==> config.mk <==
export PLATFORM = sky130hd
export DESIGN_NAME = approx_error_monitor_flat
export DESIGN_NICKNAME = d
export VERILOG_FILES = /design/src/rtl/approx_error_monitor_if.sv /design/src/rtl/approx_error_monitor.sv /design/src/flat_wrapper.sv
export SDC_FILE = /design/constraint.sdc
export NUM_CORES = 1
export LEC_CHECK = 0
export CELL_PAD_IN_SITES_DETAIL_PLACEMENT = 2
export CELL_PAD_IN_SITES_GLOBAL_PLACEMENT = 2
export CORE_ASPECT_RATIO = 1.1
export CORE_MARGIN = 2
export CORE_UTILIZATION = 25
export CTS_CLUSTER_SIZE = 24
export DETAILED_ROUTE_END_ITERATION = 12
export GPL_TIMING_DRIVEN = 0
export PLACE_DENSITY = 0.75
export SETUP_SLACK_MARGIN = 0.05
export SYNTH_ARGS = -nofsm -noshare
export SYNTH_HDL_FRONTEND = slang
export SYNTH_SLANG_ARGS = --single-unit
==> constraint.sdc <==
create_clock -name clk -period 4.2 [get_ports clk]
set_clock_uncertainty 0.2 [all_clocks]
set_input_delay 0.84 -clock clk [delete_from_list [all_inputs] [get_ports clk]]
set_output_delay 0.84 -clock clk [all_outputs]
set_load 0.005 [all_outputs]
==> src/rtl/approx_error_monitor_if.sv <==
// rtl/approx_error_monitor_if.sv - sample/report handshake bundle for approx_error_monitor
// master drives samples and accepts reports; slave is the monitor.
interface approx_error_monitor_if #(
  parameter int WIDTH       = 32,
  parameter int WINDOW_LOG2 = 4
);
  logic                         start;
  logic                         in_valid;
  logic                         in_ready;
  logic [WIDTH-1:0]             y_exact;
  logic [WIDTH-1:0]             y_approx;
  logic                         out_valid;
  logic                         out_ready;
  logic [WIDTH+WINDOW_LOG2:0]   sum_abs_err;
  logic [WINDOW_LOG2:0]         err_count;
  logic [WIDTH:0]               max_abs_err;

  modport master (
    output start, in_valid, y_exact, y_approx, out_ready,
    input  in_ready, out_valid, sum_abs_err, err_count, max_abs_err
  );

  modport slave (
    input  start, in_valid, y_exact, y_approx, out_ready,
    output in_ready, out_valid, sum_abs_err, err_count, max_abs_err
  );
endinterface

==> src/rtl/approx_error_monitor.sv <==
// rtl/approx_error_monitor.sv - windowed absolute-error statistics between exact and approximate products
// Optional max tracking enabled by macro APPROX_ERR_MON_MAX_EN; otherwise max_abs_err is tied to 0.
module approx_error_monitor #(
  parameter int WIDTH       = 32,
  parameter int WINDOW_LOG2 = 4
) (
  input  logic                   clk,
  input  logic                   rst_n,
  approx_error_monitor_if.slave  bus
);
  localparam int AW = WIDTH + 1;
  localparam int SW = WIDTH + 1 + WINDOW_LOG2;
  localparam int CW = WINDOW_LOG2 + 1;

  typedef enum logic [1:0] {IDLE, ACCUM, REPORT} state_t;

  state_t                 state_q, state_d;
  logic [WINDOW_LOG2-1:0] cnt_q, cnt_d;
  logic [SW-1:0]          sum_q, sum_d;
  logic [CW-1:0]          errc_q, errc_d;
  logic [AW-1:0]          diff;
  logic [AW-1:0]          abs_err;
  logic                   accept;

  // Widen by one bit before subtracting so the difference can never overflow.
  assign diff    = {bus.y_exact[WIDTH-1], bus.y_exact} - {bus.y_approx[WIDTH-1], bus.y_approx};
  assign abs_err = diff[AW-1] ? (AW'(0) - diff) : diff;
  assign accept  = (state_q == ACCUM) && !bus.start && bus.in_valid;

`ifdef APPROX_ERR_MON_MAX_EN
  logic [AW-1:0] max_q, max_d;
`endif

  always_comb begin
    state_d = state_q;
    cnt_d   = cnt_q;
    sum_d   = sum_q;
    errc_d  = errc_q;
`ifdef APPROX_ERR_MON_MAX_EN
    max_d   = max_q;
`endif
    unique case (state_q)
      IDLE: begin
        if (bus.start) begin
          state_d = ACCUM;
          cnt_d   = '0;
          sum_d   = '0;
          errc_d  = '0;
`ifdef APPROX_ERR_MON_MAX_EN
          max_d   = '0;
`endif
        end
      end
      ACCUM: begin
        if (bus.start) begin
          cnt_d  = '0;
          sum_d  = '0;
          errc_d = '0;
`ifdef APPROX_ERR_MON_MAX_EN
          max_d  = '0;
`endif
        end else if (accept) begin
          cnt_d = cnt_q + WINDOW_LOG2'(1);
          sum_d = sum_q + SW'(abs_err);
          if (abs_err != '0) errc_d = errc_q + CW'(1);
`ifdef APPROX_ERR_MON_MAX_EN
          if (abs_err > max_q) max_d = abs_err;
`endif
          if (cnt_q == '1) state_d = REPORT;
        end
      end
      REPORT: begin
        // start is deliberately ignored here; out_ready alone closes the report.
        if (bus.out_ready) state_d = IDLE;
      end
      default: state_d = IDLE;
    endcase
  end

  always_ff @(posedge clk or negedge rst_n) begin
    if (!rst_n) begin
      state_q <= IDLE;
      cnt_q   <= '0;
      sum_q   <= '0;
      errc_q  <= '0;
    end else begin
      state_q <= state_d;
      cnt_q   <= cnt_d;
      sum_q   <= sum_d;
      errc_q  <= errc_d;
    end
  end

`ifdef APPROX_ERR_MON_MAX_EN
  always_ff @(posedge clk or negedge rst_n) begin
    if (!rst_n) max_q <= '0;
    else        max_q <= max_d;
  end
  assign bus.max_abs_err = max_q;
`else
  assign bus.max_abs_err = '0;
`endif

  assign bus.in_ready    = (state_q == ACCUM);
  assign bus.out_valid   = (state_q == REPORT);
  assign bus.sum_abs_err = sum_q;
  assign bus.err_count   = errc_q;
endmodule

==> src/flat_wrapper.sv <==
// flat-port wrapper written by rule: the top's interface ports become plain ports
module approx_error_monitor_flat 
#(
  parameter int WIDTH       = 32,
  parameter int WINDOW_LOG2 = 4
)
  (clk, rst_n, bus_start, bus_in_valid, bus_y_exact, bus_y_approx, bus_out_ready, bus_in_ready, bus_out_valid, bus_sum_abs_err, bus_err_count, bus_max_abs_err);
  approx_error_monitor_if #(.WIDTH(WIDTH), .WINDOW_LOG2(WINDOW_LOG2)) bus_i ();
  input  logic clk;
  input  logic rst_n;
  input wire logic [$bits(bus_i.start)-1:0] bus_start;
  input wire logic [$bits(bus_i.in_valid)-1:0] bus_in_valid;
  input wire logic [$bits(bus_i.y_exact)-1:0] bus_y_exact;
  input wire logic [$bits(bus_i.y_approx)-1:0] bus_y_approx;
  input wire logic [$bits(bus_i.out_ready)-1:0] bus_out_ready;
  output wire logic [$bits(bus_i.in_ready)-1:0] bus_in_ready;
  output wire logic [$bits(bus_i.out_valid)-1:0] bus_out_valid;
  output wire logic [$bits(bus_i.sum_abs_err)-1:0] bus_sum_abs_err;
  output wire logic [$bits(bus_i.err_count)-1:0] bus_err_count;
  output wire logic [$bits(bus_i.max_abs_err)-1:0] bus_max_abs_err;
  assign bus_i.start = bus_start;
  assign bus_i.in_valid = bus_in_valid;
  assign bus_i.y_exact = bus_y_exact;
  assign bus_i.y_approx = bus_y_approx;
  assign bus_i.out_ready = bus_out_ready;
  assign bus_in_ready = bus_i.in_ready;
  assign bus_out_valid = bus_i.out_valid;
  assign bus_sum_abs_err = bus_i.sum_abs_err;
  assign bus_err_count = bus_i.err_count;
  assign bus_max_abs_err = bus_i.max_abs_err;
  approx_error_monitor #(.WIDTH(WIDTH), .WINDOW_LOG2(WINDOW_LOG2)) u_core (.clk(clk), .rst_n(rst_n), .bus(bus_i));
endmodule
==> out/metrics.yaml, run 1 <==
global_route:
  grt_pass1_wl_um: 57170
  antenna_found_initial: 0
  grt_pass1_vias: 10120
  grt_max_degree: 37
  grt_usage_pct: 22.95
  grt-ovfl-total: 0
clock_tree:
  clock-sinks: 48
  clock-root-buffer: "clkbuf_16"
  clkTransAtPathRegs_ns: 0.08
  clockBufferDepth: 2
  cts_made_buffers: 5
  cts_tree: "yes"
  h-tree-depth: 2
  ctsHoldBuffers: 0
  clk_latency_ns: 0.31
synthesis:
  avgSynthCellArea_um2: 7.587
  synth_cell_types: 111
  synth_top_area_share_pct: 16.02
  ys_seq_area_share_pct: 16.02
  yosysTopAreaCell: "dfrtp_1"
  synth-seq-cells: 48
  async_reset_ff_share_pct: 100.0
  synth_area_leaders: "dfrtp_1 (16%), ha_1 (11%), xnor2_1 (5.4%)"
  synth_top_flop_cell: "dfrtp_1"
  netlist_instances: 988
  synth_area_um2: 7496
  synth_edf_count: 0
  yosysWarnings: 0
setup_path:
  startpoint_type: "primary input"
  critPathSlowestCell: "nor3_1"
  cpMostUsedCell: "a21oi_1"
  reg2reg_to: "u_core.bus.sum_abs_err[34]"
  path_class: "in2reg"
  reg2regPathDepth: 16
  critPathMaxFanout: 10
  arrival_ns: 6.55
  cp_data_required_time_ns: 4.24
  end_kind: "flip-flop"
  r2r_slack_ns: 0.24
  r2r-start: "u_core.bus.sum_abs_err[0]"
  critPathMaxStageDelay_ns: 0.48
finish:
  antenna-diode-count: 0
  num-fill-cells: 3231
  nNetsFinal: 1446
  drive_above_1_share_pct: 39.07
  syn_to_final_growth_pct: 66.65
timing:
  layout_setup_ws_ns: -2.312
  fmax_mhz: 153.6
  finalSetupViolCount: 40
  min_period_ns: 6.512
  drv_slew: 0
  hold_viol: 0
  slew_headroom_pct: 9.066
  fin_crit_sh_pct: 155.1
  rsz0062_at_grt: "yes"
  holdWs_ns: 0.2366
  tightest_slew_ns: 1.354
pwr:
  p_leak_nw: 5.346
  max-vdd-ir-drop_v: 0.0002497
  powerDensity_nw_per_um2: 509.1
  power_mw: 6.360
die:
  pin_count: 146
  start_util_pct: 25.36
  die_y_um: 185.6
  num_rows: 66
  core_region_area_um2: 29560
  fp.dieW_um: 169.1
  die_area_um2: 31390
routing:
  first_pass_iters: 7
  routedWlPerCell_um: 24.55
  wl_um: 41290
  ant_nets: 0
  drcViolationCount: 0
  via_per_inst: 5.584
  vias: 9393
  dr.first_iter.drc_count: 354
place:
  place_congestion: 0.8323
  hpwl_um: 22310
  port_buffers: 112
outcome:
  status: "finished with violations"
  violations: "negative setup slack"
min_path:
  hold_class: "in2async"
job:
  max_cap_viol_count: 0
## worst max-delay path by stage
stage                           startpoint                         end  slack, ns
after floorplan             bus_y_exact[0]  u_core.bus.sum_abs_err[35]      -1.83
after global placement      bus_y_exact[0]  u_core.bus.sum_abs_err[35]      -3.61
after detailed placement    bus_y_exact[0]  u_core.bus.sum_abs_err[35]      -3.72
after CTS                   bus_y_exact[0]  u_core.bus.sum_abs_err[35]      -1.87
after global routing      bus_y_approx[29]  u_core.bus.sum_abs_err[34]      -2.58
final                     bus_y_approx[29]  u_core.bus.sum_abs_err[34]      -2.31
## cells in the final DEF (no fill, tap or decap), drive strengths merged, types with 8 or more instances in the layout
cell type,count
clkbuf,24
or3,11
nor3,30
clkdlybuf4s50,81
a21o,29
nand3,25
o21ai,73
dlygate4sd2,22
o21bai,11
and2,8
xnor2,47
nor2b,8
nand2b,12
o31ai,12
inv,64
ha,68
or2,8
o211ai,12
a21oi,61
conb,33
buf,220
a211oi,15
o21a,10
and3,15
nor2,81
nand2,101
dfrtp,48
xor2,35
nand4,20
## state kept, by name, summed over array words and instances, names as in the netlist
register and flops:
u_core.bus.sum_abs_err 37, u_core.state_q 2, u_core.bus.err_count 5, u_core.cnt_q 4
## cells in the mapped netlist (23+ instances only)
library cell  number
a21o_1            27
a21oi_1           60
buf_4             33
dfrtp_1           48
ha_1              68
inv_1             64
nand2_1          100
nand3_1           23
nor2_1            81
nor3_1            28
o21ai_0           71
xnor2_1           46
xor2_1            35
## layout make-up
cell class,count,area (µm²),area share (%)
timing repair buffer,285,2479,19.84
clock buffer,5,125.1,1.002
inverter,64,247.7,1.983
tap,374,467.9,3.746
clock inverter,3,23.77,0.1903
multi-input combinational,846,7500,60.04
sequential,48,1201,9.615
buffer,57,447.9,3.586
## cell families after synthesis
kind of cell    count (synthesis)  synth area share, %
flops                          48                16.02
mux                             8                1.118
buf+inv                       126                8.279
simple gates                  356                24.87
xor+xnor                       82                9.681
compound gates                297                28.09
other cells                     1              0.05003
fa+ha+maj                      70                11.88
## metal layers
metal	wire length [µm]	global-route usage, %	part of all wire [%]	up-vias
met5	0	0	0	-
met3	1420	1.914	3.4	148
met4	2110	7.897	5.1	0
met1	15950	25.99	39	4764
li1	-	-	-	4162
met2	21800	44.89	53	319
## what timing repair did
action,in CTS,in global routing
pin swaps,162,68
hold endpoints to repair,0,0
buffers inserted,147,29
gates resized for setup,312,65
setup endpoints to repair,41,41
## worst max-delay path, delay by kind of cell
| kind | cells | cell delay (ns) |
|---|---|---|
| buf+inv | 7 | 1.48 |
| xor+xnor | 1 | 0.20 |
| compound gates | 10 | 1.66 |
| simple gates | 8 | 1.73 |
| fa+ha+maj | 2 | 0.62 |
## where the power goes
group	leakage [nW]	internal (mW)	switching [mW]
sequential	0.639	0.597	0.198
combinational	4.64	2.35	2.77
clock	0.0660	0.223	0.226
## per-stage QoR
step | util [%] | setup WS (ns) | setup TNS (ns) | cell area [µm²] | std cells
2_1_floorplan | - | -1.828 | -38.77 | 7940 | 1020
3_3_place_gp | 32.23 | -3.606 | -102.18 | 9529 | 1506
3_5_place_dp | 32.28 | -3.719 | -105.25 | 9544 | 1507
4_1_cts | 40.61 | -1.873 | -44.57 | 12010 | 1656
5_1_grt | 42.25 | -2.578 | -70.03 | 12490 | 1682
6_report | 42.25 | -2.312 | -62.40 | 12490 | 1682
No activity file was read; power rests on OpenSTA's default activity.
==> run 2: changes to the inputs <==
--- a/config.mk
+++ b/config.mk
@@ -5,16 +5,15 @@
 export SDC_FILE = /design/constraint.sdc
 export NUM_CORES = 1
 export LEC_CHECK = 0
-export CELL_PAD_IN_SITES_DETAIL_PLACEMENT = 2
-export CELL_PAD_IN_SITES_GLOBAL_PLACEMENT = 2
 export CORE_ASPECT_RATIO = 1.1
 export CORE_MARGIN = 2
 export CORE_UTILIZATION = 25
 export CTS_CLUSTER_SIZE = 24
 export DETAILED_ROUTE_END_ITERATION = 12
 export GPL_TIMING_DRIVEN = 0
-export PLACE_DENSITY = 0.75
+export PLACE_DENSITY = 0.51
 export SETUP_SLACK_MARGIN = 0.05
+export SLEW_MARGIN = 20
 export SYNTH_ARGS = -nofsm -noshare
 export SYNTH_HDL_FRONTEND = slang
 export SYNTH_SLANG_ARGS = --single-unit
==> out/metrics.yaml, run 2 (synthesized netlist as in run 1, its figures left out) <==
global_route:
  antenna_found_initial: 0
  grt-ovfl-total: 0
  grt_max_degree: 49
  grt_pass1_wl_um: 41420
  grt_usage_pct: 16.14
  grt_pass1_vias: 8141
setup_path:
  r2r_slack_ns: 0.54
  critPathLaunch: "bus_y_exact[0]"
  arrival_ns: 6.07
  end_kind: "flip-flop"
  reg2regPathDepth: 17
  reg2reg_to: "u_core.bus.sum_abs_err[36]"
  cp_data_required_time_ns: 4.16
  startpoint_type: "primary input"
  critPathCapture: "u_core.bus.sum_abs_err[35]"
  critPathMaxFanout: 4
  r2r-start: "u_core.bus.sum_abs_err[0]"
  path_class: "in2reg"
finish:
  most-common-layout-cells: "buf_4 (194), nand2_1 (92), clkdlybuf4s50_1 (73)"
  antenna-diode-count: 0
  drive_above_1_share_pct: 39.62
  num-fill-cells: 2958
  ff_latch_area_um2: 1201
  largest_reg_flops: 37
  layout_commonest_cell: "buf_4"
  syn_to_final_growth_pct: 69.27
  multiInputGateArea_um2: 7594
  nNetsFinal: 1458
outcome:
  status: "finished with violations"
  violations: "negative setup slack"
timing:
  hold_viol: 0
  finalSetupViolCount: 39
  min_period_ns: 6.113
  fin_crit_sh_pct: 145.6
  slew_headroom_pct: 32.97
  drv_slew: 0
  tightest_slew_ns: 1.002
  rsz0062_at_grt: "yes"
  fmax_mhz: 163.6
  layout_setup_ws_ns: -1.913
  holdWs_ns: 0.3082
clock_tree:
  clkTransAtPathRegs_ns: 0.07
  clock-root-buffer: "clkbuf_16"
  cts_made_buffers: 5
  clk_latency_ns: 0.29
  clockBufferDepth: 2
  cts_tree: "yes"
  clock-sinks: 48
  ctsHoldBuffers: 0
  h-tree-depth: 2
die:
  die_area_um2: 31390
  core_region_area_um2: 29560
  die_y_um: 185.6
  fp.dieW_um: 169.1
  pin_count: 146
  num_rows: 66
  start_util_pct: 25.36
pwr:
  p_leak_nw: 5.468
  power_mw: 5.729
  max-vdd-ir-drop_v: 0.0002145
  powerDensity_nw_per_um2: 451.5
routing:
  drcViolationCount: 0
  vias: 8413
  first_pass_iters: 5
  routedWlPerCell_um: 15.71
  wl_um: 26620
  ant_nets: 0
  dr.first_iter.drc_count: 394
  via_per_inst: 4.966
place:
  place_congestion: 0.8635
  hpwl_um: 18860
  port_buffers: 112
job:
  max_cap_viol_count: 0
min_path:
  hold_class: "reg2reg"
[run 2: cell count changes in the layout (fill, tap and decap cells not counted), moves of 6 or more]
| cell | change |
|---|---|
| buf_6 | +9 |
| inv_1 | -6 |
| a21oi_2 | -6 |
| buf_4 | +7 |
| clkdlybuf4s50_1 | -8 |
| o21ai_1 | -6 |
[run 2: how the worst min path moves through the flow]
stage                                 start                end  slack (ns)  cells after the start
after floorplan           u_core.state_q[1]  u_core.state_q[0]        0.25                      1
after detailed placement  u_core.state_q[1]  u_core.state_q[0]        0.29                      1
after global placement    u_core.state_q[1]  u_core.state_q[0]        0.29                      1
final                     u_core.state_q[1]  u_core.state_q[0]        0.31                      1
after CTS                 u_core.state_q[1]  u_core.state_q[0]        0.31                      1
after global routing      u_core.state_q[1]  u_core.state_q[0]        0.34                      1
[run 2: worst max-delay path, cell delays in order]
cell and delay [ns]:
buf_8 0.08, inv_8 0.03, ha_4 0.15, fa_2 0.34, buf_4 0.14, buf_4 0.14, xor2_4 0.21, nand2_2 0.13
a221oi_4 0.24, nor4b_4 0.35, nand3_2 0.20, o41ai_4 0.41, xnor2_2 0.14, ha_1 0.30, nand4_1 0.10, buf_4 0.17
nor2_4 0.09, nand2_2 0.07, o31ai_4 0.32, o221ai_4 0.16, a2111oi_4 0.48, o31ai_4 0.10, o21ai_2 0.15, o311a_1 0.19
o21a_1 0.18, o2111ai_2 0.13, xor2_1 0.18, nor2_1 0.06
[run 2: final cells by class]
| type | count | area share (%) |
|---|---|---|
| clock buffers | 7 | 1.203 |
| well taps | 374 | 3.688 |
| inverters | 64 | 1.992 |
| plain buffers | 58 | 3.599 |
| clock inverters | 1 | 0.2367 |
| flip-flops and latches | 48 | 9.467 |
| multi-input cells | 846 | 59.85 |
| repair buffers | 296 | 19.97 |
[run 2: where the power goes]
group	switching, mW	internal, mW
Clock	0.186	0.314
Sequential	0.178	0.598
Combinational	2.16	2.29
[run 2: repair_timing]
item	CTS	global route
setup buffers	139	55
pin swaps	140	103
setup endpoints to repair	41	40
gates resized for setup	309	94
[run 2: per-layer routing]
layer	track usage [%]	share of wire (%)	vias up
li1	-	-	4196
met1	20.42	44	4000
met2	29.89	51	185
met3	1.148	3.4	32
met4	3.795	1.7	0
met5	0	0	-
[run 2: per-stage QoR]
stage                     utilization, %  setup slack, ns  cells  instance area [µm²]  setup TNS, ns
after floorplan                        -           -1.828   1020                 7940         -38.77
after global placement             32.23           -3.518   1506                 9529        -100.26
after detailed placement           32.22           -3.487   1506                 9527         -98.34
after CTS                          40.19           -1.973   1647                11880         -45.99
after global routing               42.92           -2.178   1694                12690         -55.26
final                              42.92           -1.913   1694                12690         -46.32
